[src/rtl/wb_arb_pkg.sv]
// Shared widths and the buffered write-request type for the register-file writeback arbiter.
package wb_arb_pkg;

    localparam int REG_ADDR_W = 5;
    localparam int REG_DATA_W = 32;
    localparam int NUM_REGS   = 32;

    typedef struct packed {
        logic [REG_ADDR_W-1:0] addr;
        logic [REG_DATA_W-1:0] data;
    } wb_req_t;

    // Register 0 is hard-wired, so a write to it is consumed but never reaches the file.
    function automatic logic addr_writable(input logic [REG_ADDR_W-1:0] addr);
        return addr != {REG_ADDR_W{1'b0}};
    endfunction

endpackage

[src/rtl/wb_req_fifo.sv]
// Wrap-around pointer FIFO holding mul/div write requests until they win the register-file port.
module wb_req_fifo
    import wb_arb_pkg::*;
#(
    parameter int DEPTH = 2
) (
    input  logic                     clk,
    input  logic                     reset,
    input  logic                     push,
    input  wb_req_t                  push_data,
    input  logic                     pop,
    output wb_req_t                  head,
    output logic                     full,
    output logic                     empty,
    output logic [$clog2(DEPTH):0]   count_next
);

    localparam int PTR_W = $clog2(DEPTH);
    localparam int CNT_W = PTR_W + 1;

    logic [PTR_W-1:0] wr_ptr_r;
    logic [PTR_W-1:0] rd_ptr_r;
    logic [CNT_W-1:0] count_r;
    wb_req_t          mem_r [DEPTH];
    logic             push_ok_s;
    logic             pop_ok_s;

    // Occupancy flags, guarded strobes and next occupancy.
    always_comb begin
        full       = (count_r == CNT_W'(DEPTH));
        empty      = (count_r == {CNT_W{1'b0}});
        push_ok_s  = push && !full;
        pop_ok_s   = pop && !empty;
        count_next = count_r + CNT_W'(push_ok_s) - CNT_W'(pop_ok_s);
        head       = mem_r[rd_ptr_r];
    end

    // Pointers wrap naturally because DEPTH is a power of two.
    always_ff @(posedge clk) begin
        if (reset) begin
            wr_ptr_r <= {PTR_W{1'b0}};
            rd_ptr_r <= {PTR_W{1'b0}};
            count_r  <= {CNT_W{1'b0}};
        end else begin
            wr_ptr_r <= wr_ptr_r + PTR_W'(push_ok_s);
            rd_ptr_r <= rd_ptr_r + PTR_W'(pop_ok_s);
            count_r  <= count_next;
        end
    end

    // Storage array; contents are don't-care while the FIFO is empty.
    always_ff @(posedge clk) begin
        if (push_ok_s) begin
            mem_r[wr_ptr_r] <= push_data;
        end
    end

endmodule

[src/rtl/regfile_wb_arbiter.sv]
// Arbitrates the single register-file write port between pipeline writeback and buffered mul/div results.
// Optional macro WB_ARB_SCOREBOARD_EN enables the pend_bits pending-write scoreboard.
module regfile_wb_arbiter
    import wb_arb_pkg::*;
#(
    parameter int STARVE_LIMIT = 4,
    parameter int FIFO_DEPTH   = 2
) (
    input  logic                  clk,
    input  logic                  reset,
    input  logic                  pipe_wr_en,
    input  logic [REG_ADDR_W-1:0] pipe_wr_addr,
    input  logic [REG_DATA_W-1:0] pipe_wr_data,
    input  logic                  md_valid,
    input  logic [REG_ADDR_W-1:0] md_addr,
    input  logic [REG_DATA_W-1:0] md_data,
    output logic                  md_ready,
    input  logic                  md_issue,
    input  logic [REG_ADDR_W-1:0] md_issue_addr,
    output logic                  rf_we,
    output logic [REG_ADDR_W-1:0] rf_addr,
    output logic [REG_DATA_W-1:0] rf_data,
    output logic [NUM_REGS-1:0]   pend_bits,
    output logic                  stall_req,
    output logic                  proto_err
);

    localparam int CNT_W = $clog2(FIFO_DEPTH) + 1;

    wb_req_t             fifo_head_s;
    logic                fifo_full_s;
    logic                fifo_empty_s;
    logic [CNT_W-1:0]    fifo_count_next_s;
    logic                push_s;
    logic                pop_s;
    logic                blocked_s;
    logic                we_nxt_s;
    wb_req_t             wb_nxt_s;
    logic [NUM_REGS-1:0] pend_nxt_s;
    logic                unused_s;

    logic                md_ready_r;
    logic                rf_we_r;
    logic [REG_ADDR_W-1:0] rf_addr_r;
    logic [REG_DATA_W-1:0] rf_data_r;
    logic [NUM_REGS-1:0] pend_r;
    logic                stall_req_r;
    logic                proto_err_r;
    logic [3:0]          starve_cnt_r;

    assign push_s = md_valid && md_ready_r;

    wb_req_fifo #(.DEPTH(FIFO_DEPTH)) u_fifo (
        .clk        (clk),
        .reset      (reset),
        .push       (push_s),
        .push_data  ('{addr: md_addr, data: md_data}),
        .pop        (pop_s),
        .head       (fifo_head_s),
        .full       (fifo_full_s),
        .empty      (fifo_empty_s),
        .count_next (fifo_count_next_s)
    );

    // Grant selection: the pipe always wins; a head matching the pipe address is killed (WAW).
    always_comb begin
        pop_s    = 1'b0;
        we_nxt_s = 1'b0;
        wb_nxt_s = '{addr: rf_addr_r, data: rf_data_r};
        if (pipe_wr_en) begin
            pop_s    = !fifo_empty_s && addr_writable(pipe_wr_addr) &&
                       (fifo_head_s.addr == pipe_wr_addr);
            we_nxt_s = addr_writable(pipe_wr_addr);
            wb_nxt_s = '{addr: pipe_wr_addr, data: pipe_wr_data};
        end else if (!fifo_empty_s) begin
            pop_s    = 1'b1;
            we_nxt_s = addr_writable(fifo_head_s.addr);
            wb_nxt_s = fifo_head_s;
        end else begin
            pop_s    = 1'b0;
            we_nxt_s = 1'b0;
        end
        blocked_s = !fifo_empty_s && !pop_s;
    end

`ifdef WB_ARB_SCOREBOARD_EN
    // Set applied after clear so an issue to the address being popped keeps its bit.
    assign pend_nxt_s = (pend_r & ~(pop_s ? (32'd1 << fifo_head_s.addr) : 32'd0)) |
                        ((md_issue && addr_writable(md_issue_addr)) ? (32'd1 << md_issue_addr) : 32'd0);
    assign unused_s   = fifo_full_s;
`else
    assign pend_nxt_s = {NUM_REGS{1'b0}};
    assign unused_s   = ^{fifo_full_s, md_issue, md_issue_addr};
`endif

    // Registered write port, ready and scoreboard.
    always_ff @(posedge clk) begin
        if (reset) begin
            rf_we_r    <= 1'b0;
            rf_addr_r  <= {REG_ADDR_W{1'b0}};
            rf_data_r  <= {REG_DATA_W{1'b0}};
            md_ready_r <= 1'b0;
            pend_r     <= {NUM_REGS{1'b0}};
        end else begin
            rf_we_r    <= we_nxt_s;
            rf_addr_r  <= wb_nxt_s.addr;
            rf_data_r  <= wb_nxt_s.data;
            md_ready_r <= fifo_count_next_s < CNT_W'(FIFO_DEPTH);
            pend_r     <= pend_nxt_s;
        end
    end

    // Starvation counter: one-cycle stall request after STARVE_LIMIT blocked cycles.
    always_ff @(posedge clk) begin
        if (reset) begin
            starve_cnt_r <= 4'd0;
            stall_req_r  <= 1'b0;
        end else if (blocked_s) begin
            if (starve_cnt_r == 4'(STARVE_LIMIT - 1)) begin
                starve_cnt_r <= 4'd0;
                stall_req_r  <= 1'b1;
            end else begin
                starve_cnt_r <= starve_cnt_r + 4'd1;
                stall_req_r  <= 1'b0;
            end
        end else begin
            starve_cnt_r <= 4'd0;
            stall_req_r  <= 1'b0;
        end
    end

    // Sticky protocol error: the pipeline ignored a stall request.
    always_ff @(posedge clk) begin
        if (reset) begin
            proto_err_r <= 1'b0;
        end else if (stall_req_r && pipe_wr_en) begin
            proto_err_r <= 1'b1;
        end
    end

    assign md_ready  = md_ready_r;
    assign rf_we     = rf_we_r;
    assign rf_addr   = rf_addr_r;
    assign rf_data   = rf_data_r;
    assign pend_bits = pend_r;
    assign stall_req = stall_req_r;
    assign proto_err = proto_err_r;

endmodule

[config.mk]
export PLATFORM = sky130hd
export DESIGN_NAME = regfile_wb_arbiter
export DESIGN_NICKNAME = d
export VERILOG_FILES = /design/src/rtl/wb_arb_pkg.sv /design/src/rtl/wb_req_fifo.sv /design/src/rtl/regfile_wb_arbiter.sv
export SDC_FILE = /design/constraint.sdc
export NUM_CORES = 1
export LEC_CHECK = 0
export ABC_AREA = 1
export BUFFER_PORTS_ARGS = -buffer_cell sky130_fd_sc_hd__buf_2
export CAP_MARGIN = 5
export CORE_ASPECT_RATIO = 1.75
export CORE_MARGIN = 2
export CORE_UTILIZATION = 56
export CTS_BUF_LIST = sky130_fd_sc_hd__clkbuf_4 sky130_fd_sc_hd__clkbuf_8 sky130_fd_sc_hd__clkbuf_16
export DETAILED_ROUTE_END_ITERATION = 10
export PLACE_DENSITY = 0.86
export SLEW_MARGIN = 15
export SYNTH_ARGS = -nofsm -noshare
export SYNTH_HDL_FRONTEND = slang
export SYNTH_HIERARCHICAL = 1
export SYNTH_SLANG_ARGS = --single-unit
[constraint.sdc]
create_clock -name clk -period 3.4 [get_ports clk]
set_input_delay 0.51 -clock clk [delete_from_list [all_inputs] [get_ports clk]]
set_output_delay 0.51 -clock clk [all_outputs]
set_load 0.05 [all_outputs]
==> results of run 1 <==
registers in the layout, summed over array words and instances, names as in the netlist:
| signal | count |
|---|---|
| u_fifo/mem_r | 74 |
| rf_data | 32 |
| rf_addr | 5 |
| starve_cnt_r | 4 |
| u_fifo/count_r | 2 |
| md_ready | 1 |
| proto_err | 1 |
| rf_we | 1 |
| stall_req | 1 |
| u_fifo/rd_ptr_r | 1 |
| u_fifo/wr_ptr_r | 1 |
per-layer routing:
metal	part of all wire	wire [µm]	up-vias	track usage
li1	-	-	1851	-
met3	0.056	630	39	0.07299
met4	0.043	480	0	0.1478
met5	0	0	-	0
met1	0.35	3924	1820	0.2189
met2	0.55	6164	166	0.4080
power groups by stage:
| stage | Clock, mW | Sequential (mW) | Combinational [mW] |
|---|---|---|---|
| 6_report | 1.86 | 1.78 | 0.797 |
| 2_1_floorplan | 0 | 1.97 | 0.474 |
| 3_3_place_gp | 0 | 1.80 | 0.773 |
| 5_1_grt | 1.95 | 1.79 | 0.865 |
| 3_5_place_dp | 0 | 1.80 | 0.795 |
| 4_1_cts | 1.88 | 1.78 | 0.801 |
cells in the final DEF (no fill, tap or decap), drive strengths merged:
master and instances:
a21oi 2, nor2 22, diode 1, o21ai 4, o21bai 1, o221ai 1
nand2 164, ha 5, xor2 2, dfxtp 49, xnor2 1, o31ai 1
conb 32, nand3 43, clkinv 6, inv 63, nand4 1, bufinv 4
mux2 37, clkbuf 19, clkinvlp 2, buf 121, edfxtp 74
critical path: cells and delay by family, from the launching register on:
| family | cells | cell delay [ps] |
|---|---|---|
| adder cells (fa/ha/maj) | 2 | 460 |
| AO/OA/AOI/OAI | 1 | 80 |
| buffers and inverters | 5 | 310 |
| multiplexers | 1 | 420 |
| AND/OR/NAND/NOR | 10 | 680 |
| flip-flops | 1 | 550 |
path summary, 6_finish.rpt:
| path | end | slack [ps] | depth (start not counted) |
|---|---|---|---|
| max reg2reg | md_ready | 800 | 19 |
| min | u_fifo/mem_r[0][7] | 280 | 1 |
| min reg2reg | proto_err | 470 | 2 |
| max | md_ready | 800 | 19 |
metrics by stage:
stage | std cells | setup slack [ps] | cell area, µm²
final | 777 | 795.9 | 6461
after global routing | 777 | 559.1 | 6461
after CTS | 776 | 791.9 | 6459
after detailed placement | 744 | 829.5 | 5839
after global placement | 744 | 906.1 | 5839
after floorplan | 551 | 1122 | 5433
cell type report:
type / instances / area [µm²]
sequential: 123 / 3204
fill: 669 / 2889
multi-input combinational: 316 / 1637
timing repair buffer: 121 / 613.1
clock buffer: 19 / 446.7
inverter: 62 / 232.7
clock inverter: 13 / 172.7
tap: 122 / 152.6
antenna: 1 / 2.502
==> impl_metrics.tcl, run 1 <==
set metrics [dict create \
    status "finished, final reports clean" \
    first_global_vias 3999 \
    drc_errors 0 \
    coreArea_um2 9350 \
    cts_buffer_depth 2 \
    r2r_start "u_fifo/rd_ptr_r" \
    fin_crit_sh 0.7659 \
    pwr-share-clk 0.419 \
    synthCells 520 \
    io_pins 157 \
    endpoint_kind "register" \
    drt_iter0_drc 219 \
    num-nets-final 730 \
    utilization 0.6910 \
    area_delta_synth_final_pct 21.53 \
    holdWs_ps 284.0 \
    max_freq_ghz 0.3840 \
    hold_path_class "primary input to register" \
    pwr-share-comb 0.180 \
    firstDrtPassIters 6 \
    grt_max_degree 38 \
    slew_headroom 0.3419 \
    antenna_found_initial 1 \
    insertion_delay_ps 420 \
    cp_slowest_cell "dfxtp_2" \
    grt_first_pass_wirelength_um 17760 \
    setup_viol 0 \
    seq_power_share 0.401 \
    clkSlewWorstSetupHoldPaths_ps 50 \
    yosys_warnings 6 \
    path_common_cell "nand2_1" \
    numClockSinks 123 \
    p_int_mw 3.190 \
    wl_per_cell_um 14.41 \
    tightest_slew_ps 987.1 \
    place.port_buffers 118 \
    crit_path_max_fanout 14 \
    setup.worst_path.start "u_fifo/rd_ptr_r" \
    syn_area_per_cell_um2 10.22 \
    criticalPathCategory "register to register" \
    drive_gt1_frac 0.2997 \
    root_buffer "clkbuf_16" \
    hp-start "md_data[7]" \
    numCtsBuffers 17 \
    p_leak_nw 3.110 \
    min_period_ps 2604 \
    initial_core_util 0.5686 \
    drv_slew 0 \
    switching_power_mw 1.240 \
    htree_levels 4 \
    power.density_nw_per_um2 685.6 \
    dp_hpwl_um 7514 \
    switching_share 0.2799 \
    post-cts-setup-buffers 0 \
    crit_arrival_ps 2900 \
    crit_chain "mux2_2 > inv_1 > nand2_1 > o21ai_0 > nor2_1 > nand3_1 > nand2_1 > inv_1 > nor2_1 > ha_1 > inv_1 > ha_1 > inv_1 > nand2_1 > nand2_1 > nand2_1 > nand2_1 > inv_1 > nor2_1" \
    die-area_um2 10320 \
    ctsHoldBuffers 0 \
    routed_wl_um 11200 \
    viasPerCell 4.988 \
    finClkSkew_ps 7.939 \
    cts_tree "done" \
    crit_required_ps 3700 \
    grt.total_usage 0.2284 \
    tns_ps 0 \
    via_count 3876 \
    rsz0062_at_grt "no" \
    die_y_um 132.9 \
    grt_overflow 0 \
    start_kind "register" \
    max_stage_delay_ps 550 \
    post_cts_resized 0 \
    num_rows 47 \
    max-vdd-ir-drop_uv 588.7 \
    total_power_mw 4.430 \
    die_w_um 77.66 \
    gp_congestion 0.7931 \
    syn-cell-area_um2 5316 \
    maxCapViolations 0 \
    drtAntennaViolNets 0 \
    hold_viol_final 0 \
]
Note: power is estimated with default switching activity, not from simulation.
==> run 2: changes to the inputs <==
- CORE_UTILIZATION: 56 -> 47
- PLACE_DENSITY: 0.86 -> 0.77
- clock period: 3.4 -> 2.32 ns (I/O delays scaled with it)
==> impl_metrics.tcl, run 2 (synthesized netlist as in run 1, its figures left out) <==
set metrics [dict create \
    place_ws_ps -105.6 \
    final_cell_area_um2 6708 \
    firstDrtPassIters 4 \
    met3_usage 0.05445 \
    layout_common_cells "nand2_1 (159), buf_2 (118), edfxtp_1 (74)" \
    drt_iter0_drc 197 \
    pwr-share-comb 0.205 \
    first_global_vias 3969 \
    p_leak_nw 3.235 \
    root_buffer "clkbuf_16" \
    endpoint_kind "register" \
    coreArea_um2 11100 \
    place.port_buffers 118 \
    crit_path_max_fanout 6 \
    total_power_mw 6.468 \
    setup_viol 1 \
    insertion_delay_ps 410 \
    grt_max_degree 38 \
    seq_area_um2 3207 \
    placed_cell_area_um2 5995 \
    grt-busiest-layer "met2" \
    crit_arrival_ps 2630 \
    maxCapViolations 0 \
    grt_overflow 0 \
    drtAntennaViolNets 0 \
    tightest_slew_ps 732.6 \
    gp_congestion 0.9106 \
    die_y_um 144.7 \
    rsz0062_at_grt "yes" \
    routed_wl_um 12080 \
    wl_per_cell_um 14.97 \
    numCtsBuffers 17 \
    cts_tree "done" \
    num-nets-final 749 \
    area_delta_synth_final_pct 26.17 \
    max_freq_ghz 0.4278 \
    utilization 0.6041 \
    grt_use_met2 0.3743 \
    via_count 3959 \
    drv_slew 0 \
    viasPerCell 4.906 \
    io_pins 157 \
    multiInputGateArea_um2 1693 \
    nFillCells 926 \
    initial_core_util 0.4788 \
    antenna_found_initial 2 \
    grt_first_pass_wirelength_um 18700 \
    min_period_ps 2338 \
    drive_gt1_frac 0.3388 \
    p_int_mw 4.603 \
    cts_buffer_depth 2 \
    hold_viol_final 0 \
    hold_path_class "primary input to register" \
    layout_commonest_cell "nand2_1" \
    seq_power_share 0.402 \
    slew_headroom 0.5109 \
    power.density_nw_per_um2 964.2 \
    criticalPathCategory "register to register" \
    grt.total_usage 0.2010 \
    numClockSinks 123 \
    die_w_um 84.40 \
    max-vdd-ir-drop_uv 734.7 \
    clkSlewWorstSetupHoldPaths_ps 50 \
    reg2reg_slack_ps -20 \
    violations "negative setup slack" \
    fin_crit_sh 1.008 \
    status "finished, violations left" \
    largest_register "u_fifo/mem_r" \
    start_kind "register" \
    pwr-share-clk 0.394 \
    crit_required_ps 2610 \
    switching_share 0.2883 \
    drc_errors 0 \
    finClkSkew_ps 7.064 \
    largest_register_ff_count 74 \
    die-area_um2 12210 \
    worst_slack_ps -17.68 \
    use_met1 0.1978 \
    dp_hpwl_um 8129 \
    switching_power_mw 1.865 \
    holdWs_ps 126.4 \
    htree_levels 4 \
    num_rows 51 \
]
==> run 2: changes by cell type in the layout (fill, tap and decap cells not counted), moves of 3 or more <==
cell	change
buf_4	+14
nand2_1	-5
mux2_4	+5
inv_2	+4
clkbuf_4	+5
mux2_2	-5
buf_12	+5
inv_1	-4
nand2_2	+5
clkbuf_16	+3
bufinv_16	-4
==> run 2: per-layer routing <==
layer | share of wire | wire length [µm]
met2 | 0.56 | 6817
met5 | 0 | 0
met3 | 0.056 | 680
met4 | 0.031 | 379
met1 | 0.35 | 4205
==> run 2: final cells by class <==
class / instances / area share
clock inverter: 5 / 0.004104
clock buffer: 27 / 0.08338
antenna: 2 / 0.0007461
multi-input combinational: 316 / 0.2524
timing repair buffer: 140 / 0.1220
sequential: 123 / 0.4781
inverter: 62 / 0.03470
tap: 132 / 0.02462
==> run 2: stage by stage <==
step | TNS (ps) | instances
global route | -206.4 | 806
global placement | -6.563 | 764
detailed placement | -163.1 | 764
finish | -17.68 | 807
CTS | 0 | 805
floorplan | 0 | 551
==> run 2: path summary, 6_finish.rpt <==
path / start / endpoint / cells past startpoint
worst min-delay path: md_data[30] / u_fifo/mem_r[1][30] / 1
worst max register to register: u_fifo/rd_ptr_r / md_ready / 18
worst min register to register: starve_cnt_r[0] / starve_cnt_r[0] / 1
worst max-delay path: u_fifo/rd_ptr_r / md_ready / 18
==> run 2: critical path: stages (launching register included) <==
cell,delay (ps)
dfxtp_4,410
mux2_4,330
inv_1,80
o21ai_0,70
nor2_1,130
nand3_1,110
nand2_1,110
inv_1,70
nor2_2,130
ha_1,250
inv_2,70
ha_4,130
inv_2,30
nand2_2,50
nand2_1,50
nand2_1,50
nand2_1,60
inv_1,50
nor2_1,30
==> run 2: timing repair <==
action / CTS / global route
setup endpoints to repair: 2 / 4
gates resized for setup: 7 / 13
hold buffers: 0 / 0
buffers inserted: 9 / 1
pin swaps: 4 / 14
==> run 2: power groups by stage <==
stage	combinational, mW	sequential, mW	clock [mW]
6_report	1.32	2.60	2.55
5_1_grt	1.42	2.62	2.67
4_1_cts	1.31	2.60	2.58
3_5_place_dp	1.25	2.64	0
3_3_place_gp	1.23	2.63	0
2_1_floorplan	0.694	2.89	0
